### src/rtl/mileage_counter.sv
// mileage_counter: odometer for the manual driving stage. It decodes the
// motion requests into a drive state, counts clk cycles of sustained motion
// with a prescaler, and advances a six-digit BCD mileage each time
// TICKS_PER_UNIT moving cycles have elapsed.
//
// Ports:
//   clk                  system clock, rising-edge active
//   rst                  synchronous active-high reset (highest priority)
//   power                vehicle powered
//   move_forward_signal  forward motion request
//   move_backward_signal backward motion request
//   clear                synchronous odometer clear (mileage, prescaler, overflow)
//   mileage_bcd          six BCD digits, digit 0 in [3:0]
//   drive_state          OFF=00, STOPPED=01, MOVING=10, FAULT=11
//   unit_pulse           one-cycle strobe on each mileage increment
//   overflow             sticky flag, set when mileage wraps 999999 -> 000000
module mileage_counter #(
  parameter int unsigned TICKS_PER_UNIT = 100000000
) (
  input  logic        clk,
  input  logic        rst,
  input  logic        power,
  input  logic        move_forward_signal,
  input  logic        move_backward_signal,
  input  logic        clear,
  output logic [23:0] mileage_bcd,
  output logic [1:0]  drive_state,
  output logic        unit_pulse,
  output logic        overflow
);

  typedef enum logic [1:0] {
    ST_OFF     = 2'b00,
    ST_STOPPED = 2'b01,
    ST_MOVING  = 2'b10,
    ST_FAULT   = 2'b11
  } state_t;

  localparam logic [26:0] TICK_LAST = 27'(TICKS_PER_UNIT - 1);

  state_t      state_q, state_d;
  logic [26:0] prescale_q, prescale_d;
  logic [23:0] mileage_d, mileage_inc;
  logic        overflow_d, pulse_d;
  logic        fwd, bwd, conflict;
  logic        counting, unit_done;
  logic        bcd_carry;

  assign fwd      = power & move_forward_signal & ~move_backward_signal;
  assign bwd      = power & move_backward_signal & ~move_forward_signal;
  assign conflict = power & move_forward_signal & move_backward_signal;

  // Next state depends only on the inputs, so every transition is one cycle.
  always_comb begin
    state_d = ST_STOPPED;
    if (!power)          state_d = ST_OFF;
    else if (conflict)   state_d = ST_FAULT;
    else if (fwd || bwd) state_d = ST_MOVING;
  end

  // Only cycles that stay in MOVING accumulate distance.
  assign counting  = (state_q == ST_MOVING) && (state_d == ST_MOVING);
  assign unit_done = counting && (prescale_q == TICK_LAST);

  // Ripple BCD increment; carry out of digit 5 marks the 999999 wrap.
  always_comb begin
    mileage_inc = mileage_bcd;
    bcd_carry   = 1'b1;
    for (int unsigned i = 0; i < 6; i++) begin
      if (bcd_carry) begin
        if (mileage_bcd[4*i +: 4] == 4'd9) begin
          mileage_inc[4*i +: 4] = '0;
        end else begin
          mileage_inc[4*i +: 4] = mileage_bcd[4*i +: 4] + 4'd1;
          bcd_carry             = 1'b0;
        end
      end
    end
  end

  always_comb begin
    prescale_d = prescale_q;
    mileage_d  = mileage_bcd;
    overflow_d = overflow;
    pulse_d    = 1'b0;
    if (clear) begin
      // Clear wins over a coincident unit completion: no strobe, no count.
      prescale_d = '0;
      mileage_d  = '0;
      overflow_d = 1'b0;
    end else if (state_d == ST_OFF) begin
      // Losing power discards any partial unit.
      prescale_d = '0;
    end else if (counting) begin
      if (unit_done) begin
        prescale_d = '0;
        mileage_d  = mileage_inc;
        pulse_d    = 1'b1;
        if (bcd_carry) overflow_d = 1'b1;
      end else begin
        prescale_d = prescale_q + 27'd1;
      end
    end
  end

  always_ff @(posedge clk) begin
    if (rst) begin
      state_q     <= ST_OFF;
      prescale_q  <= '0;
      mileage_bcd <= '0;
      overflow    <= 1'b0;
      unit_pulse  <= 1'b0;
    end else begin
      state_q     <= state_d;
      prescale_q  <= prescale_d;
      mileage_bcd <= mileage_d;
      overflow    <= overflow_d;
      unit_pulse  <= pulse_d;
    end
  end

  assign drive_state = state_q;

endmodule

### config.mk
export PLATFORM = sky130hd
export DESIGN_NAME = mileage_counter
export DESIGN_NICKNAME = d
export VERILOG_FILES = /design/src/rtl/mileage_counter.sv
export SDC_FILE = /design/constraint.sdc
export NUM_CORES = 1
export LEC_CHECK = 0
export CAP_MARGIN = 20
export CORE_ASPECT_RATIO = 1.1
export CORE_MARGIN = 2
export CORE_UTILIZATION = 60
export CTS_BUF_LIST = sky130_fd_sc_hd__clkbuf_4 sky130_fd_sc_hd__clkbuf_8 sky130_fd_sc_hd__clkbuf_16
export CTS_CLUSTER_DIAMETER = 30
export DETAILED_ROUTE_END_ITERATION = 10
export DONT_BUFFER_PORTS = 1
export PLACE_DENSITY = 0.76
export SETUP_SLACK_MARGIN = 0.15
export SKIP_LAST_GASP = 1
export SLEW_MARGIN = 30
export SYNTH_ARGS = -nofsm -noshare
export SYNTH_HDL_FRONTEND = slang
export SYNTH_SLANG_ARGS = --single-unit
### constraint.sdc
create_clock -name clk -period 2.9 [get_ports clk]
set_input_delay 0.58 -clock clk [delete_from_list [all_inputs] [get_ports clk]]
set_output_delay 0.58 -clock clk [all_outputs]
set_load 0.05 [all_outputs]
* Word-level counts from Yosys, hierarchy flattened
Cells that the tools add are included.
** Word-level totals
- Register bits after elaboration :: 55
- Input port bits :: 6
- Output and inout port bits :: 28
- Logic and storage cells :: 71
** Cells by class
- Add/sub/neg operators :: 7
- Equal/unequal tests :: 9
- Muxes and demuxes :: 22
- Bitwise operators :: 9
- Reduce and logical (&&, ||, !) cells :: 14
** Operators by type and width (count)
- $add 27x1->27 const B :: 1
- $eq 27x27->1 const B :: 1
- $mux 27 :: 1
- $add 4x1->4 const B :: 6
- $eq 4x4->1 const B :: 6
- $mux 4 :: 6
- $reduce_and 4->1 :: 6
- $mux 1 :: 12
- $mux 2 :: 3
- $and 1x1->1 :: 5
- $eq 2x2->1 const B :: 2
- $not 1->1 :: 4
- $reduce_or 4->1 :: 1
- $reduce_and 3->1 :: 1
- $reduce_or 3->1 :: 1
- $logic_and 1x1->1 :: 2
- $logic_not 2->1 :: 1
- $reduce_or 2->1 :: 1
- $logic_or 1x1->1 :: 1

* Longest topological paths before layout
Gate-level depths: netlist of the first run.
- Word-level depth :: 10
- Mapped depth :: 7
- Mapped depth without buffers :: 6

* Least setup slack after synthesis of the first run
OpenSTA, ideal clock, no wires.
- Path kind :: register to register
- From :: register mileage_bcd[3]
- To :: register mileage_bcd[16]
- Library setup time :: 0.060 ns
- Arrival time :: 2.301 ns
- Required time :: 2.840 ns
- Setup slack :: 0.539 ns
- Stages on the path, launching flop included :: 7
- Buffers on the path :: 1
- Period minus slack after synthesis :: 2.361 ns
- Cell sequence :: dfxtp_1 > nor2b_1 > nand4_1 > or4_1 > buf_2 > or4_1 > nand2_1
** Between the ends
- Cells in the longest elaborated chain, start to end :: 6
** RTL lines
- start, declared :: RTL line 26 : output logic [23:0] mileage_bcd,
- start signal, assigned :: RTL line 116 : mileage_bcd <= mileage_d;
- $eq 4x4->1 :: RTL line 71 : if (mileage_bcd[4*i +: 4] == 4'd9) begin
- $mux 1 :: RTL line 71
- $mux 1 (3 in a row) :: RTL line 70 : if (bcd_carry) begin
- $reduce_and 4->1 (no source line)
No other way between the ends.
A chain may end at the register's enable or synchronous reset.

* Worst setup path in the final report of the first run
- From :: register prescale_q[8]
- To :: register mileage_bcd[16]
** Between the ends
- Cells in the longest elaborated chain, start to end :: 3
** RTL lines
- start, declared :: RTL line 42 : logic [26:0] prescale_q, prescale_d;
- start signal, assigned :: RTL line 115 : prescale_q <= prescale_d;
- $eq 27x27->1 :: RTL line 63 : assign unit_done = counting && (prescale_q == TICK_LAST);
- $logic_and 1x1->1 :: RTL line 63
- $reduce_and 4->1 (no source line)
No other way between the ends.

==> results of run 1 <==
-- kinds of logic after synthesis --
kind of cell | after synthesis | share of synthesized area
buffers and inverters | 23 | 0.0321
AO/OA/AOI/OAI | 34 | 0.0814
AND/OR/NAND/NOR | 178 | 0.359
XOR/XNOR | 28 | 0.0913
adder cells (fa/ha/maj) | 1 | 0.00452
multiplexers | 9 | 0.0339
flip-flops | 55 | 0.398
-- area by class of cell --
cell class,instances,area [sq um]
sequential,55,1100
timing repair buffer,21,158
fill,359,1340
tap,54,67.6
multi-input combinational,250,1580
clock buffer,5,68.8
clock inverter,2,37.5
inverter,9,33.8
-- registers in the layout (all words and copies together) (netlist names) --
register,cells
overflow,1
prescale_q,27
unit_pulse,1
drive_state,2
mileage_bcd,24
-- how the worst min path moves through the flow --
| stage | endpoint | slack (ns) | from |
|---|---|---|---|
| 6_report | drive_state[1]$_SDFF_PP0_ | 0.39 | move_forward_signal |
| 5_1_grt | drive_state[1]$_SDFF_PP0_ | 0.42 | move_forward_signal |
| 4_1_cts | drive_state[1]$_SDFF_PP0_ | 0.39 | move_forward_signal |
| 3_5_place_dp | prescale_q[26]$_SDFFE_PP0P_ | 0.50 | prescale_q[26]$_SDFFE_PP0P_ |
| 3_3_place_gp | prescale_q[6]$_SDFFE_PP0P_ | 0.49 | prescale_q[6]$_SDFFE_PP0P_ |
| 2_1_floorplan | prescale_q[26]$_SDFFE_PP0P_ | 0.48 | prescale_q[26]$_SDFFE_PP0P_ |
-- worst register-to-register path: stages, from the launching register on --
cell and delay [ns]:
dfxtp_1 0.35, nor4b_1 0.30, nand3_1 0.41, or4_1 0.75, or4_1 0.50, nand2_1 0.08
-- power groups by stage --
| stage | sequential, mW | combinational (mW) | clock, mW |
|---|---|---|---|
| final | 0.757 | 0.0348 | 0.496 |
| after global routing | 0.757 | 0.0388 | 0.533 |
| after detailed placement | 0.775 | 0.0351 | 0 |
| after floorplan | 0.780 | 0.0216 | 0 |
| after CTS | 0.757 | 0.0352 | 0.506 |
| after global placement | 0.775 | 0.0345 | 0 |
-- layout by cell type, fill, tap and decap left out, types with 10 or more instances in the layout --
cell,count
a21oi_1,11
buf_4,21
dfxtp_1,55
nand2_1,26
nand3_1,18
nand4_1,10
nor2_1,50
nor3_1,12
xnor2_1,24
-- cell usage after synthesis, drive strengths merged, types with 2 or more instances --
cell type	count	area [sq um]
buf	2	10.0
xor2	4	42.6
nor4bb	2	20.0
clkbuf	12	45.0
nand4	10	62.6
nor4	11	81.3
o21ai	5	25.0
nand2	27	104
inv	9	33.8
and3	4	25.0
and2	3	18.8
a21oi	11	55.1
nor3	12	60.1
nand3	18	90.1
nand4b	9	78.8
nor4b	3	47.5
mux2	3	33.8
nor2	50	188
or4	4	30.0
or3	7	43.8
and4bb	2	25.0
mux2i	6	60.1
nor3b	2	15.0
a211oi	3	22.5
a31o	5	43.8
and4	5	43.8
dfxtp	55	1100
xnor2	24	210
a31oi	2	12.5
nor2b	5	31.3
o211ai	4	30.0
-- layer usage --
layer,GRT usage,part of all wire
met1,0.286,0.44
met2,0.440,0.50
met3,0.0568,0.051
met4,0.0784,0.014
met5,0,0
-- through the flow --
step / cell area (sq um) / power, mW
floorplan: 2770 / 0.801
global placement: 2940 / 0.809
detailed placement: 2940 / 0.810
CTS: 3040 / 1.30
global route: 3040 / 1.33
finish: 3040 / 1.29
==> impl_results.md, run 1 <==
* Clock Latency Late Sink at 0.30 ns
* Register area share after synthesis at 0.398
* Fmax at 410 MHz
* Critical path capture point type: register
* TritonCTS clock tree: built
* Final setup vio count at 0
* Tightest Pin Transition at between 0.7 and 0.8 ns
* Worst path max stage delay at 0.75 ns
* Largest net degree at the start of global routing at 28
* # DRC at 0
* Worst path required time at 3.15 ns
* Power Density at 423 mW/mm^2
* Nets@finish at around 350
* Maxcap violations at 0
* CP Launch Point: prescale_q[8]$_SDFFE_PP0P_
* Reg2Reg Setup Slack at between 0.4 and 0.5 ns
* Clock sinks at 55
* Max transition margin at 0.529
* Syn_nets at about 340
* Final Max Tran Viols at 0
* Layout Skew at between 0.006 and 0.007 ns
* Share of cells above drive strength 1 at 0.132
* Switch Pwr at about 0.27 mW
* Clk root buf: clkbuf_8
* Sequential share of power at 0.588
* Syn_area_per_cell at around 8.4 sq um
* Fin cells at between 300 and 400
* Clock Path Buffers at 2
* Post-detail-place hpwl at between 4 and 5 mm
* Critical path class: reg -> reg
* FF-to-FF Start: prescale_q[8]$_SDFFE_PP0P_
* Area Growth Syn to Fin at 9.99%
* FFs w/ async S/R, synth at 0
* CP Data Arrival Time at about 2.7 ns
* Number of flops mapped to enable cells by yosys at 0
* Pre-Repair DR Iteration Count at 4
* Critical path endpoint: mileage_bcd[16]$_SDFFE_PP0P_
* DRT Wirelength at between 5 and 6 mm
* GPL Wtd Cong at 0.922
* Setup TNS at 0 ns
* Total global routing track utilization at 0.245
* Hold/Removal Path Class: in -> reg
* Crit-path cells: nor4b_1 -> nand3_1 -> or4_1 -> or4_1 -> nand2_1
* Vias/cell at between 5 and 6
* Post-CTS Hold Buffers at 0
* Register bit total from synthesis at 55
* Clock power frac at 0.385
* Die Wd at a little under 70 um
* Most frequent CP cell: or4_1
* Leak at 0.917 nW
* TritonCTS buffer count at 5
* CP top delay family: simple AND/OR/NAND/NOR gates
* Initial DRC count at around 150
* Post-CTS setup buffers at 0
* Rows at 25
* Status: completed
* Post-cts gate resize count at 0
* CP Max Fanout at 11
* Max VDD drop at roughly 0.31 mV
* Starting Density at 0.632
* Vias in the first global route at roughly 2,200
* Final core utilization at 0.695
* Ant diodes at 0
* Synth warn at 0
* Hold depth at 2
* WP depth at 5
* Post-route ant nets at 0
* Die Area at a little over 0.005 sq mm
* Gate Count Post-Synth at about 330
* Slowest library cell on the worst path: or4_1
* Gate power share at 0.027
* Count of input and output buffers at 0
* Buf+Inv Stages, Crit Path at 0
* Crit share post-route at 0.840
* Io pins at 34
* Switching share of power at 0.210
* Ys flop type: dfxtp_1
* Global-route wire length before repair at 9.68 mm
* Core area at 0.00438 sq mm
* Internal Dissipation at between 1 and 1.5 mW
* R2R depth at 5
* Netlist cell types at 45
* Routed length per instance at 14.7 um
* Clock-pin slew on the worst setup and hold paths at about 0.10 ns
* Hold WS at 0.390 ns
* H-Tree Depth at 2
* Final-report hold violation count at 0
* Initial antenna violation count at 0
* Post-Syn Area at between 0.002 and 0.003 sq mm
* Tmin final at around 2.4 ns
* Dpl cells at 389
* Die Ht at approximately 75 um
* Setup ws final at around 0.46 ns
* CP Launch Type: register
* RSZ-0062 raised after global routing: no
* Vias at ~2,300
* FF-to-FF End: mileage_bcd[16]$_SDFFE_PP0P_
* Place WS at 0.373 ns
* Gr ovfl total at 0
No activity file was read; power rests on OpenSTA's default activity.
==> run 2, diff against run 1 <==
==> constraint.sdc (replaced) <==
create_clock -name clk -period 2.4 [get_ports clk]
set_input_delay 0.48 -clock clk [delete_from_list [all_inputs] [get_ports clk]]
set_output_delay 0.48 -clock clk [all_outputs]
set_load 0.05 [all_outputs]
==> run 2 against run 1 <==
Clock skew grew 0.0015 ns. Worst hold slack worse by 0.11 ns. Register-to-register slack lost 0.21 ns. Die area is the same. Final area rose by 6.8%. Global-route usage up 0.55 points. Combinational power grew 31%. Critical endpoint is now mileage_bcd[21]$_SDFFE_PP0P_. Largest cell class unchanged.
==> impl_results.md, run 2 (synthesis gave the netlist of run 1 again) <==
* Io pins at 34 (unchanged)
* Die Wd at 68.8 um (unchanged)
* FF-to-FF Start: prescale_q[11]$_SDFFE_PP0P_ (was prescale_q[8]$_SDFFE_PP0P_)
* RSZ-0062 raised after global routing: no (unchanged)
* Area Growth Syn to Fin at 17.5% (was 9.99%)
* Setup ws final at 0.256 ns (was 0.464 ns)
* Die Ht at 75.2 um (unchanged)
* Max VDD drop at 0.444 mV (was 0.310 mV)
* Starting Density at 0.632 (unchanged)
* Area occupied by multi-input gates at 0.00162 sq mm (was 0.00158 sq mm)
* Critical path class: reg -> reg (unchanged)
* CP Launch Type: register (unchanged)
* Initial antenna violation count at 0 (unchanged)
* Reg with most FFs: prescale_q (unchanged)
* CP Max Fanout at 8 (was 11)
* Share of cells above drive strength 1 at 0.208 (was 0.132)
* Count of input and output buffers at 0 (unchanged)
* Core area at 0.00438 sq mm (unchanged)
* Commonest non-fill, non-tap cell in the layout: nor2_1 (was dfxtp_1)
* Vias at 2,428 (was 2,340)
* Fmax at 466 MHz (was 410 MHz)
* Maxcap violations at 0 (unchanged)
* H-Tree Depth at 2 (unchanged)
* Place WS at 0.167 ns (was 0.373 ns)
* Nets@finish at 366 (was 349)
* Routed length per instance at 14.8 um (was 14.7 um)
* Tmin final at 2.14 ns (was 2.44 ns)
* Clock Path Buffers at 2 (unchanged)
* Total global routing track utilization at 0.251 (was 0.245)
* TritonCTS buffer count at 5 (unchanged)
* Post-CTS setup buffers at 0 (unchanged)
* Layout Skew at 0.00793 ns (was 0.00644 ns)
* Hold WS at 0.281 ns (was 0.390 ns)
* Worst path required time at 2.65 ns (was 3.15 ns)
* Post-detail-place hpwl at 4.42 mm (was 4.08 mm)
* DRT Wirelength at 6.14 mm (was 5.82 mm)
* Crit share post-route at 0.893 (was 0.840)
* Metal-1 WL at 2.72 mm (was 2.53 mm)
* CP Launch Point: prescale_q[11]$_SDFFE_PP0P_ (was prescale_q[8]$_SDFFE_PP0P_)
* Hold/Removal Path Class: in -> reg (unchanged)
* Wire length on met2 at 3.03 mm (was 2.90 mm)
* Vias/cell at 5.86 (was 5.91)
* Top Metal Used: met4 (unchanged)
* Final-report hold violation count at 0 (unchanged)
* Final setup vio count at 0 (unchanged)
* R2R depth at 5 (unchanged)
* Power Density at 519 mW/mm^2 (was 423 mW/mm^2)
* CP Data Arrival Time at 2.39 ns (was 2.69 ns)
* Critical path endpoint: mileage_bcd[21]$_SDFFE_PP0P_ (was mileage_bcd[16]$_SDFFE_PP0P_)
* FF-to-FF End: mileage_bcd[21]$_SDFFE_PP0P_ (was mileage_bcd[16]$_SDFFE_PP0P_)
* Vias in the first global route at 2,207 (was 2,200)
* Max FFs per register at 27 (unchanged)
* Clock sinks at 55 (unchanged)
* TritonCTS clock tree: built (unchanged)
* Clock Latency Late Sink at 0.31 ns (was 0.30 ns)
* Final core utilization at 0.743 (was 0.695)
* Initial DRC count at 92 (was 152)
* GPL Wtd Cong at 0.858 (was 0.922)
* Max transition margin at 0.556 (was 0.529)
* Status: completed (unchanged)
* Clk root buf: clkbuf_8 (unchanged)
* Die Area at 0.00517 sq mm (unchanged)
* Most frequent cells in the layout: nor2_1 (50), dfxtp_1 (48), buf_4 (38) (was dfxtp_1 (55), nor2_1 (50), nand2_1 (26))
* Routed wl met3 at 251 um (was 298 um)
* Rows at 25 (unchanged)
* Ant diodes at 0 (unchanged)
* # DRC at 0 (unchanged)
* Tightest Pin Transition at 0.665 ns (was 0.706 ns)
* Final Max Tran Viols at 0 (unchanged)
* Pre-Repair DR Iteration Count at 4 (unchanged)
* Reg2Reg Setup Slack at 0.26 ns (was 0.46 ns)
* Gr ovfl total at 0 (unchanged)
* Post-route ant nets at 0 (unchanged)
* Setup TNS at 0 ns (unchanged)
* Filler instances at 338 (was 359)
* Largest net degree at the start of global routing at 28 (unchanged)
* Leak at 1.06 nW (was 0.917 nW)
* Critical path capture point type: register (unchanged)
* Register area at 0.00111 sq mm (was 0.00110 sq mm)
* Global-route wire length before repair at 9.80 mm (was 9.68 mm)
* Clock-pin slew on the worst setup and hold paths at 0.10 ns (about the same)
[run 2: metrics by stage]
step           power [mW]  std cells  instance area [sq um]
2_1_floorplan       0.968        328                   2780
3_3_place_gp        0.980        406                   3070
3_5_place_dp        0.981        406                   3070
4_1_cts              1.70        414                   3210
5_1_grt              1.74        414                   3250
6_report             1.69        414                   3250
[run 2: worst min path at each step]
stage / startpoint / endpoint / slack (ns) / depth (start not counted)
3_3_place_gp: prescale_q[6]$_SDFFE_PP0P_ / prescale_q[6]$_SDFFE_PP0P_ / 0.49 / 2
4_1_cts: move_forward_signal / drive_state[1]$_SDFF_PP0_ / 0.28 / 2
3_5_place_dp: prescale_q[1]$_SDFFE_PP0P_ / prescale_q[1]$_SDFFE_PP0P_ / 0.51 / 2
2_1_floorplan: prescale_q[26]$_SDFFE_PP0P_ / prescale_q[26]$_SDFFE_PP0P_ / 0.48 / 2
6_report: move_forward_signal / drive_state[1]$_SDFF_PP0_ / 0.28 / 2
5_1_grt: move_forward_signal / drive_state[1]$_SDFF_PP0_ / 0.29 / 2
[run 2: timing repair]
item | CTS | global route
endpoints found under the setup margin | 1 | 15
pin swaps | 0 | 3
hold buffers | 0 | 0
gates resized for setup | 1 | 7
[run 2: metal layers]
metal / vias to the layer above / global-route usage
met5: - / 0
met2: 44 / 0.439
met1: 1137 / 0.301
met3: 12 / 0.0583
met4: 0 / 0.0828
li1: 1235 / -
[run 2: area by class of cell]
cell class | count | share of cell area
multi-input combinational | 250 | 0.498
sequential | 55 | 0.341
timing repair buffer | 38 | 0.0877
clock buffer | 6 | 0.0235
tap | 54 | 0.0208
clock inverter | 2 | 0.0185
inverter | 9 | 0.0104
[run 2: report_power, final]
| part | internal [mW] | switching [mW] |
|---|---|---|
| clock network | 0.428 | 0.299 |
| registers | 0.914 | 0.000810 |
| logic | 0.0130 | 0.0325 |
[run 2: critical path: stages, from the launching register on]
cell	delay (ns)
dfxtp_1	0.37
nor4b_4	0.43
nand2_4	0.15
or3_1	0.45
or4_1	0.53
a21oi_1	0.15
